===== config.mk =====
export PLATFORM = sky130hd
export DESIGN_NAME = vram_host_arbiter
export DESIGN_NICKNAME = d
export VERILOG_FILES = /design/src/rtl/vram_host_arbiter.sv
export SDC_FILE = /design/constraint.sdc
export NUM_CORES = 1
export LEC_CHECK = 0
export CAP_MARGIN = 20
export CORE_ASPECT_RATIO = 0.5
export CORE_UTILIZATION = 44
export CTS_CLUSTER_SIZE = 40
export DETAILED_ROUTE_END_ITERATION = 8
export GPL_ROUTABILITY_DRIVEN = 0
export PLACE_DENSITY = 0.8
export SLEW_MARGIN = 20
export SYNTH_ARGS = -nofsm -noshare
export SYNTH_HDL_FRONTEND = slang
export SYNTH_SLANG_ARGS = --single-unit

===== constraint.sdc =====
create_clock -name FPGACLK -period 2.68 [get_ports FPGACLK]
set_input_delay 0.268 -clock FPGACLK [delete_from_list [all_inputs] [get_ports FPGACLK]]
set_output_delay 0.268 -clock FPGACLK [all_outputs]
set_load 0.05 [all_outputs]

===== src/rtl/vram_host_arbiter.sv =====
// vram_host_arbiter
//   Shares the VRAM address/control bus between decoded ISA host memory
//   cycles (A0000-BFFFF) and the display line-buffer burst fetcher. The host
//   always wins at the next word boundary; a preempted burst resumes at its
//   saved word address once the host releases the bus.
//
// Ports
//   FPGACLK, RESET        clock, synchronous active-low reset
//   host_req/wr/addr      host cycle request (level), direction, byte address
//   host_sbhe_n           ISA SBHE, selects the high byte on even addresses
//   host_wdata            write data (steered onto the VRAM pads outside)
//   host_rdata/host_done  captured read data, one-cycle completion pulse
//   disp_req/addr/len     burst request (level), start word address, length
//   disp_data/valid/done  fetched word + qualifier, end-of-burst pulse
//   vram_*                word address, address-drive enable, strobes,
//                         byte enables, read data in, data-drive enable
module vram_host_arbiter #(
    parameter int ADDR_W     = 20,
    parameter int LEN_W      = 10,
    parameter int SETUP_CYC  = 1,
    parameter int ACCESS_CYC = 2
) (
    input  logic              FPGACLK,
    input  logic              RESET,
    input  logic              host_req,
    input  logic              host_wr,
    input  logic [ADDR_W-1:0] host_addr,
    input  logic              host_sbhe_n,
    input  logic [15:0]       host_wdata,
    output logic [15:0]       host_rdata,
    output logic              host_done,
    input  logic              disp_req,
    input  logic [ADDR_W-2:0] disp_addr,
    input  logic [LEN_W-1:0]  disp_len,
    output logic [15:0]       disp_data,
    output logic              disp_valid,
    output logic              disp_done,
    output logic [ADDR_W-2:0] vram_addr,
    output logic              vram_addr_oe,
    output logic              vram_oe_n,
    output logic              vram_we_n,
    output logic              vram_lbe_n,
    output logic              vram_ube_n,
    input  logic [15:0]       vram_dq_in,
    output logic              vram_dq_oe
);

    typedef enum logic [2:0] {
        IDLE, D_READ, H_TURN, H_ACCESS, H_WAIT, D_TURN
    } state_t;

    localparam int CYC_W = 2;
    localparam logic [CYC_W-1:0] ACC_LAST = CYC_W'(ACCESS_CYC - 1);
    localparam logic [CYC_W-1:0] SET_LAST = CYC_W'(SETUP_CYC - 1);

    state_t              state, state_nxt;
    logic [CYC_W-1:0]    cyc;
    logic                gap;       // one-cycle oe_n-high spacer between burst words
    logic [ADDR_W-2:0]   addr;      // burst word address, survives host preemption
    logic [LEN_W-1:0]    cnt;       // words still to fetch
    logic                wr_q;      // host direction captured on entry to H_TURN
    logic                dq_tail;   // keeps the data drive one cycle past we_n rising

    // Write data goes to the pads at the top level; only its enable lives here.
    logic unused_wdata;
    assign unused_wdata = ^host_wdata;

    logic acc_last, set_last, word_end, host_end, last_word, disp_go;
    assign acc_last  = (cyc == ACC_LAST);
    assign set_last  = (cyc == SET_LAST);
    assign word_end  = (state == D_READ) && !gap && acc_last;
    assign host_end  = (state == H_ACCESS) && acc_last;
    assign last_word = (cnt == LEN_W'(1));
    // disp_done is high in the first IDLE cycle after a burst; the requester
    // only sees it then, so its still-high disp_req must not restart a burst.
    assign disp_go   = disp_req && !disp_done;

    // State register and datapath
    always_ff @(posedge FPGACLK) begin
        if (!RESET) begin
            state      <= IDLE;
            cyc        <= '0;
            gap        <= 1'b0;
            addr       <= '0;
            cnt        <= '0;
            wr_q       <= 1'b0;
            dq_tail    <= 1'b0;
            host_rdata <= '0;
            host_done  <= 1'b0;
            disp_data  <= '0;
            disp_valid <= 1'b0;
            disp_done  <= 1'b0;
        end else begin
            state <= state_nxt;

            if (state_nxt != state || (state == D_READ && (gap || acc_last)))
                cyc <= '0;
            else
                cyc <= cyc + CYC_W'(1);

            gap <= word_end && (state_nxt == D_READ);

            if (state == IDLE && state_nxt == D_READ) begin
                addr <= disp_addr;
                cnt  <= disp_len;
            end else if (word_end) begin
                addr <= addr + 1'b1;            // wraps over the word space
                cnt  <= cnt - LEN_W'(1);
            end

            if (state_nxt == H_TURN && state != H_TURN)
                wr_q <= host_wr;

            dq_tail   <= host_end && wr_q;
            host_done <= host_end;
            if (host_end && !wr_q)
                host_rdata <= vram_dq_in;

            disp_valid <= word_end;
            if (word_end)
                disp_data <= vram_dq_in;

            // The final word ends the burst even when the host preempts right
            // after it; otherwise the burst would restart from IDLE later.
            disp_done <= (word_end && last_word) ||
                         (state == IDLE && !host_req && disp_go && disp_len == '0);
        end
    end

    // Next-state logic
    always_comb begin
        state_nxt = state;
        case (state)
            IDLE: begin
                if (host_req)
                    state_nxt = H_TURN;
                else if (disp_go && disp_len != '0)
                    state_nxt = D_READ;
            end
            D_READ: begin
                if (!gap && acc_last) begin
                    if (host_req)
                        state_nxt = H_TURN;
                    else if (last_word)
                        state_nxt = IDLE;
                end
            end
            H_TURN:   if (set_last) state_nxt = H_ACCESS;
            H_ACCESS: if (acc_last) state_nxt = H_WAIT;
            H_WAIT:   if (!host_req) state_nxt = D_TURN;
            D_TURN: begin
                if (set_last) begin
                    if (host_req)
                        state_nxt = H_TURN;
                    else if (cnt != '0 && disp_req)
                        state_nxt = D_READ;
                    else
                        state_nxt = IDLE;
                end
            end
            default: state_nxt = IDLE;
        endcase
    end

    // Outputs
    always_comb begin
        vram_addr    = addr;
        vram_addr_oe = 1'b1;
        vram_oe_n    = 1'b1;
        vram_we_n    = 1'b1;
        vram_lbe_n   = 1'b1;
        vram_ube_n   = 1'b1;
        vram_dq_oe   = dq_tail;
        case (state)
            D_READ: begin
                if (!gap) begin
                    vram_oe_n  = 1'b0;
                    vram_lbe_n = 1'b0;
                    vram_ube_n = 1'b0;
                end
            end
            H_TURN, H_WAIT: begin
                vram_addr    = host_addr[ADDR_W-1:1];
                vram_addr_oe = 1'b0;
            end
            H_ACCESS: begin
                vram_addr    = host_addr[ADDR_W-1:1];
                vram_addr_oe = 1'b0;
                // Odd byte address selects the high byte only; SBHE adds the
                // high byte to an even access.
                vram_lbe_n   = host_addr[0];
                vram_ube_n   = ~host_addr[0] & host_sbhe_n;
                if (wr_q) begin
                    vram_we_n  = 1'b0;
                    vram_dq_oe = 1'b1;
                end else begin
                    vram_oe_n  = 1'b0;
                end
            end
            default: ;
        endcase
    end

endmodule


# Word level (Yosys, flattened, before mapping)
# Cells that the tools add are included.
classes:
  eq_ne: 11
  addsub: 3
  mux: 27
  reduce_logical: 32
  bitwise: 3
op_table:
  columns: ["op", "n"]
  rows:
  - ["$mux 19", 3]
  - ["$mux 3", 9]
  - ["$mux 10", 2]
  - ["$reduce_bool 10->1", 2]
  - ["$add 19x1->19 const B", 1]
  - ["$pmux 3 s6", 1]
  - ["$logic_and 1x1->1", 17]
  - ["$eq 10x1->1 const B", 1]
  - ["$logic_not 10->1", 1]
  - ["$sub 10x1->10 const B", 1]
  - ["$eq 3x2->1 const B", 3]
  - ["$mux 1", 8]
  - ["$eq 3x1->1 const B", 2]
  - ["$eq 3x3->1 const B", 2]
  - ["$pmux 1 s2", 3]
  - ["$logic_not 1->1", 4]
  - ["$logic_not 3->1", 1]
  - ["$logic_or 1x1->1", 3]
  - ["$ne 3x2->1 const B", 1]
  - ["$ne 3x3->1", 1]
  - ["$reduce_or 3->1", 1]
  - ["$add 2x1->2 const B", 1]
  - ["$eq 2x1->1 const B", 1]
  - ["$logic_not 2->1", 1]
  - ["5 further kinds", 6]
totals:
  ff_bits: 72
  inputBits: 87
  elab_cells: 88

# Longest topological paths before layout
logic_depth:
  depth_word: 9
  depth_mapped: 8
  ltp_nobuf: 6

# Worst setup path before layout
# No wires, ideal clock.
synth_timing:
  kind: "register to output"
  start: "reg state[0]"
  end: "out vram_addr[10]"
  arrival_ns: 2.300
  path_buffers: 3
  required_time_ns: 2.412
  slack_ns: 0.112
  path_stages_with_launch: 7
  cell_sequence: "dfxtp_1 clkbuf_1 clkbuf_1 inv_1 a21oi_1 buf_1 mux2_2"
synth_between:
  elab_chain_len: 3
  elab_cells_between_ends: 5
  cone_classes: "3 x eq/ne; 1 x mux; 1 x reduce/logical"
synth_lines:
  columns: ["element", "line_no", "source"]
  rows:
  - ["start: declaration", "56", "state_t state, state_nxt;"]
  - ["start signal: assignment", "94", "state <= state_nxt;"]
  - ["$eq 3x2->1 / $eq 3x3->1 (equally long branches)", "174", "case (state)"]
  - ["$reduce_or 3->1 (no line) (*)", null, null]
  - ["$mux 19 (*)", "174", null]
  - ["end: declaration", "38", "output logic [ADDR_W-2:0] vram_addr,"]
# Mark *: on every way between the ends. The rest lies on a longest branch, timed or not.

# Worst setup path in the final report
layout_timing:
  start: "reg state[2]"
  end: "out vram_addr[13]"
# The elaborated chain is that of the path after synthesis.

==> summary.md <==
| Metric | Value |
|---|---|
| Status | complete, no violations |
| Synth Flop Type | dfxtp_1 |
| Worst min path class | flip-flop to flip-flop |
| Initial DRC count | 197 |
| Reg2Reg Launch Point | state[2] |
| Sequential cell area | 1440 um2 |
| Rel. slew slack | 50.1% |
| Max Clock Skew | 0.00621 ns |
| Syn Nets | 540 |
| Fillers | 672 |
| Design area | 5460 um2 |
| Max Root-Sink Buffers | 2 |
| Port bufs | 130 |
| #FFs+latches synth | 72 |
| Worst slew pin tran | 0.739 ns |
| Synth cell count leaders | dfxtp_1 (72), nand2_1 (56), a21oi_1 (35) |
| Worst setup endpoint | vram_addr[13] |
| # diodes | 0 |
| Synth area leaders | dfxtp_1 (38%), mux2_2 (5.7%), nand2_1 (5.6%) |
| Crit end category | output pin |
| Pin count of the biggest net entering global routing | 47 |
| Row count | 23 |
| WL/cell | 15.9 um |
| Vias in the first global route | 3523 |
| Leakage power | 2.03 nW |
| Critical path class | flip-flop to output pin |
| Final Max Tran Viols | 0 |
| Post-place instance area | 5150 um2 |
| CTS tree | done |
| Yosys top cell by area | dfxtp_1 |
| Final WS setup | 0.174 ns |
| Hold WS | 0.452 ns |
| Pwr Density | 759 nW/um2 |
| EDFF count, synth | 0 |
| Die H | 67.4 um |
| Final hold violation count | 0 |
| Dpl ws | 0.361 ns |
| Crit-path cells | nor2b_1, a21oi_2, mux2_2, clkdlybuf4s50_1 |
| Number of distinct library cells after synthesis | 56 |
| Synth async-reset ratio | 0% |
| Fmax | 399 MHz |
| Total iterations of the first detailed-routing run | 4 |
| Global route overflow | 0 |
| Total GRT Usage | 24.6% |
| Synth-to-Final Area Change | 45.1% |
| Critical R2R Capture | addr[17] |
| Vias | 3870 |
| Layout cells sized above 1 | 13.4% |
| CP required | 2.41 ns |
| CP Max Fanout | 6 |
| Crit path DAT | 2.24 ns |
| Post-route DRC | 0 |
| DIE AREA | 8950 um2 |
| Worst path max stage delay | 0.79 ns |
| Critical Path Source Type | flip-flop |
| Synth Cell Area | 3760 um2 |
| Crit path launch | state[2] |
| H-tree depth | 3 |
| Critical path's slowest cell | clkdlybuf4s50_1 |
| Area of the multi-input gates | 2130 um2 |
| Synth warn | 0 |
| R2R Setup Slk | 0.34 ns |
| Cell with the most instances after synthesis | dfxtp_1 |
| Stages on the worst setup path | 4 |
| Die X | 133 um |
| Worst reg2reg path depth | 5 |
| Clk_lat worst skew | 0.34 ns |
| Family with the most delay on the worst path | buffers and inverters |
| Post CTS Setup Buffer Count | 0 |
| Routed wire length | 10900 um |
| Core area | 8140 um2 |
| Setup tns final | 0 ns |
| Number of routed nets with antenna violations | 0 |
| RSZ-0062 raised after global routing | false |
| Top-area cell type share of the netlist area | 38.3% |
| Max Cap Viol | 0 |
| VDD IR-drop max | 0.350 mV |
| Clk root buf | clkbuf_16 |
| Setup-failing EPs final | 0 |
| CTS buffer count | 9 |
| Core Util, Final | 67.1% |
| Buffers and inverters on the worst path | 1 |
| # IOs | 147 |
| Cells after synthesis | 448 |
| Avg Inst Size Synth | 8.40 um2 |
| Final period util | 93.5% |
| Clock slew at reported path FFs | 0.06 ns |
| Sink Count | 72 |
| Nets@finish | 662 |
| Via-per-instance ratio | 5.63 |
| Post-synthesis sequential area ratio | 38.3% |
| Initial Utilization | 46.2% |
| HPWL after DPL | 7520 um |
| Initial antenna violation count | 0 |
| First-pass GRT wire length | 17100 um |
| Min Tclk post-route | 2.51 ns |
-- layer usage --
metal | GRT usage [%] | vias up | share of wire (%)
met1 | 29.7 | 1818 | 44
met5 | 0 | - | 0
met2 | 40.6 | 141 | 46
met3 | 8.71 | 18 | 8.7
met4 | 9.63 | 0 | 1.6
li1 | - | 1893 | -
-- stage by stage --
stage / power (mW) / instances
floorplan: 2.41 / 448
global placement: 2.90 / 671
detailed placement: 2.92 / 671
CTS: 4.17 / 687
global route: 4.34 / 687
finish: 4.15 / 687
-- how the worst min path moves through the flow --
stage / startpoint / to / slack (ns) / cells past startpoint
final: disp_data[3] / disp_data[3] / 0.45 / 2
after global placement: disp_data[14] / disp_data[14] / 0.44 / 2
after detailed placement: disp_data[3] / disp_data[3] / 0.45 / 2
after global routing: disp_data[3] / disp_data[3] / 0.47 / 2
after floorplan: vram_dq_in[0] / disp_data[0] / 0.40 / 2
after CTS: disp_data[3] / disp_data[3] / 0.45 / 2
-- worst register-to-register path, cell delays in order (launching register included) --
cell     delay [ns]
dfxtp_1        0.36
buf_4          0.19
or3_4          0.47
or4_4          0.58
or4_1          0.52
a31oi_1        0.16
-- placed cells by master, fill, tap and decap left out, types with 12 or more instances in the layout --
master	instances
clkdlybuf4s50_1	111
dfxtp_1	72
nand2_1	56
a21oi_1	34
buf_4	33
nor2_1	26
nor3_1	20
mux2_2	19
mux2i_1	18
o31ai_1	16
inv_1	13
nand3_1	12
-- cells by family (layout without fill, tap and decap cells) --
logic type | count (synthesis) | count (layout) | synth area share (%)
compound gates | 100 | 100 | 17.9
fa+ha+maj | 5 | 5 | 1.66
buf+inv | 49 | 176 | 5.32
flops | 72 | 72 | 38.3
mux | 37 | 37 | 10.5
simple gates | 172 | 172 | 23.3
xor+xnor | 13 | 13 | 3.02
-- power by group --
part / switching [mW] / internal [mW] / total [mW] / leakage, nW
clock: 0.475 / 0.754 / 1.23 / 0.150
combinational: 0.987 / 0.621 / 1.61 / 1.29
sequential: 0.121 / 1.19 / 1.31 / 0.585
total: 1.58 / 2.57 / 4.15 / 2.03
-- timing repair --
item                                    in CTS  in global routing
gates resized for setup                      0                  1
endpoints found under the setup margin       0                  1
hold buffers                                 0                  0
-- registers in the layout, indices dropped and copies added, names as in the netlist --
register / cells
addr: 19
disp_data: 16
host_rdata: 16
cnt: 10
state: 3
cyc: 2
disp_done: 1
disp_valid: 1
dq_tail: 1
gap: 1
host_done: 1
wr_q: 1
-- layout make-up --
cell class	instances	area share [%]
Inverter	14	0.962
Multi-Input combinational cell	327	39.0
Timing Repair Buffer	146	25.5
Clock buffer	11	4.44
Sequential cell	72	26.4
Tap cell	112	2.57
Clock inverter	5	1.19
(Power assumes the default switching activity.)
